### config.mk
export PLATFORM = sky130hd
export DESIGN_NAME = mem_dump_sequencer
export DESIGN_NICKNAME = d
export VERILOG_FILES = /design/src/rtl/mem_dump_sequencer.sv
export SDC_FILE = /design/constraint.sdc
export NUM_CORES = 1
export LEC_CHECK = 0
export BUFFER_PORTS_ARGS = -buffer_cell sky130_fd_sc_hd__buf_2
export CAP_MARGIN = 20
export CORE_MARGIN = 5
export CORE_UTILIZATION = 35
export CTS_CLUSTER_DIAMETER = 150
export DETAILED_ROUTE_END_ITERATION = 10
export SLEW_MARGIN = 20
export SYNTH_ARGS = -nofsm -noshare
export SYNTH_HDL_FRONTEND = slang
export SYNTH_SLANG_ARGS = --single-unit
### constraint.sdc
create_clock -name clk_i -period 1.51 [get_ports clk_i]
set_input_delay 0 -clock clk_i [delete_from_list [all_inputs] [get_ports clk_i]]
set_output_delay 0 -clock clk_i [all_outputs]
set_load 0.01 [all_outputs]
### src/rtl/mem_dump_sequencer.sv
// mem_dump_sequencer: after the processor signals finish, takes over the
// data-memory read port and streams words 0..DUMP_LEN-1 out on a
// valid/ready interface. When the sweep is complete it hands the port back
// and reports done.
module mem_dump_sequencer #(
  parameter int ADDR_W   = 6,
  parameter int DATA_W   = 8,
  parameter int DUMP_LEN = 50,
  parameter int RD_LAT   = 1
) (
  input  logic              clk_i,
  input  logic              rst_i,
  input  logic              finish_i,
  output logic              mem_own_o,
  output logic              mem_rd_o,
  output logic [ADDR_W-1:0] mem_addr_o,
  input  logic [DATA_W-1:0] mem_q_i,
  output logic              dump_valid_o,
  input  logic              dump_ready_i,
  output logic [DATA_W-1:0] dump_data_o,
  output logic [ADDR_W-1:0] dump_addr_o,
  output logic              dump_last_o,
  output logic              busy_o,
  output logic              done_o
);

  typedef enum logic [2:0] {
    S_IDLE    = 3'd0,
    S_GRANT   = 3'd1,
    S_ISSUE   = 3'd2,
    S_WAIT    = 3'd3,
    S_PRESENT = 3'd4,
    S_DONE    = 3'd5
  } state_t;

  // Index of the final word. DUMP_LEN may equal 2^ADDR_W, so compare against
  // the last index rather than the length to avoid overflow.
  localparam logic [ADDR_W-1:0] LAST_IDX = ADDR_W'(DUMP_LEN - 1);
  localparam logic [1:0]        LAT_INIT = 2'(RD_LAT);

  state_t            state_q, state_d;
  logic [ADDR_W-1:0] idx_q, idx_d;
  logic [1:0]        lat_q, lat_d;
  logic [DATA_W-1:0] data_q, data_d;
  logic [ADDR_W-1:0] daddr_q, daddr_d;

  // State, index, latency counter and stream word registers.
  always_ff @(posedge clk_i) begin
    if (rst_i) begin
      state_q <= S_IDLE;
      idx_q   <= '0;
      lat_q   <= 2'd0;
      data_q  <= '0;
      daddr_q <= '0;
    end else begin
      state_q <= state_d;
      idx_q   <= idx_d;
      lat_q   <= lat_d;
      data_q  <= data_d;
      daddr_q <= daddr_d;
    end
  end

  // Next-state logic: sweep sequencing, read-latency count, word capture.
  always_comb begin
    state_d = state_q;
    idx_d   = idx_q;
    lat_d   = lat_q;
    data_d  = data_q;
    daddr_d = daddr_q;
    case (state_q)
      S_IDLE: begin
        if (finish_i) begin
          state_d = S_GRANT;
          idx_d   = '0;
        end else begin
          state_d = S_IDLE;
        end
      end
      S_GRANT: begin
        state_d = S_ISSUE;
      end
      S_ISSUE: begin
        state_d = S_WAIT;
        lat_d   = LAT_INIT;
      end
      S_WAIT: begin
        if (lat_q <= 2'd1) begin
          data_d  = mem_q_i;
          daddr_d = idx_q;
          state_d = S_PRESENT;
        end else begin
          lat_d = lat_q - 2'd1;
        end
      end
      S_PRESENT: begin
        if (dump_ready_i) begin
          // Increment only below the last index so the counter never wraps.
          if (idx_q < LAST_IDX) begin
            idx_d   = idx_q + ADDR_W'(1);
            state_d = S_ISSUE;
          end else begin
            state_d = S_DONE;
          end
        end else begin
          state_d = S_PRESENT;
        end
      end
      S_DONE: begin
        // A held finish must not retrigger; wait for it to drop first.
        if (!finish_i) begin
          state_d = S_IDLE;
        end else begin
          state_d = S_DONE;
        end
      end
      default: begin
        state_d = S_IDLE;
      end
    endcase
  end

  // Output decode from registered state only, so outputs are glitch-free.
  always_comb begin
    mem_own_o    = 1'b0;
    mem_rd_o     = 1'b0;
    dump_valid_o = 1'b0;
    done_o       = 1'b0;
    case (state_q)
      S_GRANT:   mem_own_o = 1'b1;
      S_ISSUE: begin
        mem_own_o = 1'b1;
        mem_rd_o  = 1'b1;
      end
      S_WAIT:    mem_own_o = 1'b1;
      S_PRESENT: begin
        mem_own_o    = 1'b1;
        dump_valid_o = 1'b1;
      end
      S_DONE:    done_o = 1'b1;
      default:   mem_own_o = 1'b0;
    endcase
    busy_o      = mem_own_o;
    mem_addr_o  = mem_own_o ? idx_q : '0;
    dump_last_o = dump_valid_o && (idx_q == LAST_IDX);
    dump_data_o = data_q;
    dump_addr_o = daddr_q;
  end

endmodule

==> results.json <==
{
  "wire_length_reported_by_the_detailed_router_um": 3270,
  "die_w_um": 68.5,
  "globalRouteTotalUtil": 0.139,
  "dp_hpwl_um": 2250,
  "coreArea_um2": 3310,
  "area.growth.synth_to_final_pct": 47.3,
  "synth_cell_types": 41,
  "post-route-min-period_ns": 1.53,
  "async_s_r_ff_share_synth": 0,
  "placement_rows": 21,
  "crit_path_cell_trace": "or3b_4, o41ai_1, a21oi_2",
  "hp-class": "in2reg",
  "tritoncts": "built",
  "boundaryPins": 38,
  "firstDrtPassIters": 4,
  "holdWs_ns": 0.0869,
  "die_height_um": 68.5,
  "timing.setup.critical_path_class": "reg2reg",
  "worst_skew_pair.late_latency_ns": 0.32,
  "syn_avg_cell_area_um2": 7.97,
  "worstSetupEndpointType": "register",
  "floorplan.die_area_um2": 4690,
  "slew_violations": 0,
  "maxCapViolations": 0,
  "post_synth_top_area_share": 0.418,
  "worst_slack_ns": -0.0153,
  "n_fill_cell": 322,
  "first_global_vias": 1155,
  "unrepaired_setup_endpoints_after_global_routing": "true",
  "critPathLaunchType": "register",
  "worst_ir_drop_vdd_v": 0.000360,
  "cts_root_buffer_type": "sky130_fd_sc_hd__clkbuf_4",
  "postSynthCellCount": 150,
  "synth_warnings": 0,
  "dpl_cell_area_um2": 1510,
  "initial_antenna_violation_count": 0,
  "crit_path_max_fanout": 5,
  "dr.first_iter.drc_count": 53,
  "fin_worst_skew_ns": 0.00448,
  "htree_levels": 1,
  "tightest_slew_ns": 0.488,
  "worst-endpoint-required_ns": 1.73,
  "critPathArrivalTime_ns": 1.74,
  "grt_max_degree": 24,
  "timing.critical_path.max_delay_family": "compound AO/OA/AOI/OAI gates",
  "drtAntennaViolNets": 0,
  "drive_above_1_share": 0.379,
  "drt_drc_violations_left": 0,
  "cp_slowest_stage_delay_ns": 0.53,
  "cts.clk_slew.worst_paths_ns": 0.14,
  "yosys.area.top_type": "sky130_fd_sc_hd__dfxtp_1",
  "final_net_count": 223,
  "routedWlPerCell_um": 13.0,
  "cts_sinks": 25,
  "insertedDiodeCount": 0,
  "io_buffer_count": 37,
  "finalWeightedCongestion": 0.811,
  "synth.top_cells.by_area": "sky130_fd_sc_hd__dfxtp_1, sky130_fd_sc_hd__nand2_1, sky130_fd_sc_hd__a21oi_1",
  "total_leakage_power_nw": 0.752,
  "dominantRegCellSynth": "sky130_fd_sc_hd__dfxtp_1",
  "synth_edf_count": 0,
  "max_clock_freq_mhz": 656,
  "violations": "setup timing",
  "yosys_register_bits": 25,
  "vias_per_cell": 4.84,
  "p_per_area_nw_per_um2": 679,
  "final_setup_violation_count": 1,
  "status": "finished, violations left",
  "finish.instance_area_um2": 1760,
  "netlist_area_before_placement_um2": 1200,
  "final.period_utilization": 1.01,
  "numCtsBuffers": 3,
  "post-layout-total-power_mw": 1.20,
  "wire_length_of_the_first_global_routing_pass_um": 4980,
  "floorplan.initialDensity": 0.361,
  "seq_area_frac_synth": 0.418,
  "hold_viol_final": 0,
  "clk_path_buf_depth": 2,
  "maxSlewHeadroom": 0.671,
  "overflow": 0,
  "reg2reg_slack_ns": -0.02,
  "via_count_of_the_routed_design": 1219,
  "path_buf_inv": 0,
  "net_count_of_the_mapped_netlist": 166,
  "cp_slowest_cell": "sky130_fd_sc_hd__o41ai_1"
}
-- cells in the final DEF, fill, tap and decap left out, types with 2 or more instances in the layout --
cell type | Yosys | layout
sky130_fd_sc_hd__a211oi_1 | 2 | 2
sky130_fd_sc_hd__a21oi_1 | 18 | 17
sky130_fd_sc_hd__and2_1 | 7 | 5
sky130_fd_sc_hd__and2_4 | 0 | 2
sky130_fd_sc_hd__buf_12 | 0 | 3
sky130_fd_sc_hd__buf_2 | 1 | 35
sky130_fd_sc_hd__buf_4 | 1 | 10
sky130_fd_sc_hd__buf_6 | 0 | 3
sky130_fd_sc_hd__clkbuf_4 | 0 | 3
sky130_fd_sc_hd__dfxtp_1 | 25 | 20
sky130_fd_sc_hd__dfxtp_2 | 0 | 5
sky130_fd_sc_hd__dlygate4sd3_1 | 0 | 8
sky130_fd_sc_hd__ha_1 | 4 | 3
sky130_fd_sc_hd__inv_1 | 4 | 2
sky130_fd_sc_hd__inv_2 | 1 | 3
sky130_fd_sc_hd__nand2_1 | 36 | 36
sky130_fd_sc_hd__nand3_1 | 3 | 3
sky130_fd_sc_hd__nor2_1 | 8 | 7
sky130_fd_sc_hd__nor2b_1 | 4 | 3
sky130_fd_sc_hd__nor4b_2 | 1 | 2
sky130_fd_sc_hd__o21ai_0 | 3 | 3
-- registers in the layout, indices dropped and copies added (netlist names) --
signal       flops
idx_q            6
lat_q            2
dump_data_o      8
state_q          3
dump_addr_o      6
-- area by class of cell --
type	instances	area, um2	area share
Inverter	5	18.8	0.0107
Clock buffer	3	22.5	0.0128
Multi-Input combinational cell	113	727	0.413
Clock inverter	1	5.00	0.00284
Timing Repair Buffer	59	424	0.241
Tap cell	46	57.6	0.0327
Sequential cell	25	507	0.288
-- through the flow --
stage	std cells	setup WS (ns)	TNS [ns]	utilization
floorplan	150	0.00496	0	-
global placement	236	0.0844	0	0.455
detailed placement	236	0.0344	0	0.455
CTS	248	0.00411	0	0.498
global route	252	-0.0588	-0.0984	0.532
finish	252	-0.0153	-0.0153	0.532
-- worst paths after layout --
check                 startpoint             end  cells after the start
setup / recovery      state_q[2]        idx_q[4]                      3
hold / removal             rst_i  dump_addr_o[2]                      2
setup reg to reg      state_q[2]        idx_q[4]                      3
hold reg to reg   dump_data_o[1]  dump_data_o[1]                      2
-- timing repair --
| item | in CTS | in global routing |
|---|---|---|
| setup endpoints to repair | 8 | 15 |
| buffers inserted | 0 | 4 |
| pin swaps | 1 | 8 |
| gates resized for setup | 6 | 23 |
| gates cloned | 0 | 0 |
| endpoints found under the hold margin | 8 | 0 |
| hold buffers | 8 | 0 |
-- cells in the mapped netlist (2+ instances only) --
| cell | n |
|---|---|
| sky130_fd_sc_hd__nor3_1 | 2 |
| sky130_fd_sc_hd__dfxtp_1 | 25 |
| sky130_fd_sc_hd__a21oi_1 | 18 |
| sky130_fd_sc_hd__nand2_1 | 36 |
| sky130_fd_sc_hd__nor2b_1 | 4 |
| sky130_fd_sc_hd__ha_1 | 4 |
| sky130_fd_sc_hd__nor2_1 | 8 |
| sky130_fd_sc_hd__o21ai_0 | 3 |
| sky130_fd_sc_hd__clkbuf_1 | 5 |
| sky130_fd_sc_hd__and2_1 | 7 |
| sky130_fd_sc_hd__a211oi_1 | 2 |
| sky130_fd_sc_hd__nand3_1 | 3 |
| sky130_fd_sc_hd__inv_1 | 4 |
| sky130_fd_sc_hd__xnor2_1 | 2 |
-- routing by layer --
layer,wire [um],track usage,vias up,share of wire
met5,0,0,-,0
met4,25,0.0422,0,0.0077
met3,165,0.0279,4,0.051
met2,1660,0.246,29,0.51
met1,1410,0.166,563,0.43
li1,-,-,623,-
-- logic make-up after synthesis --
family | after synthesis | share of synthesized area
AO/OA/AOI/OAI | 36 | 0.185
XOR/XNOR | 3 | 0.0220
adder cells (fa/ha/maj) | 4 | 0.0418
buffers and inverters | 12 | 0.0418
flip-flops | 25 | 0.418
AND/OR/NAND/NOR | 70 | 0.291
-- report_power, final --
part	switching, mW	internal, mW
clock network	0.204	0.0993
registers	0.00736	0.672
logic	0.106	0.109
Power figures use the tool's default switching activity.
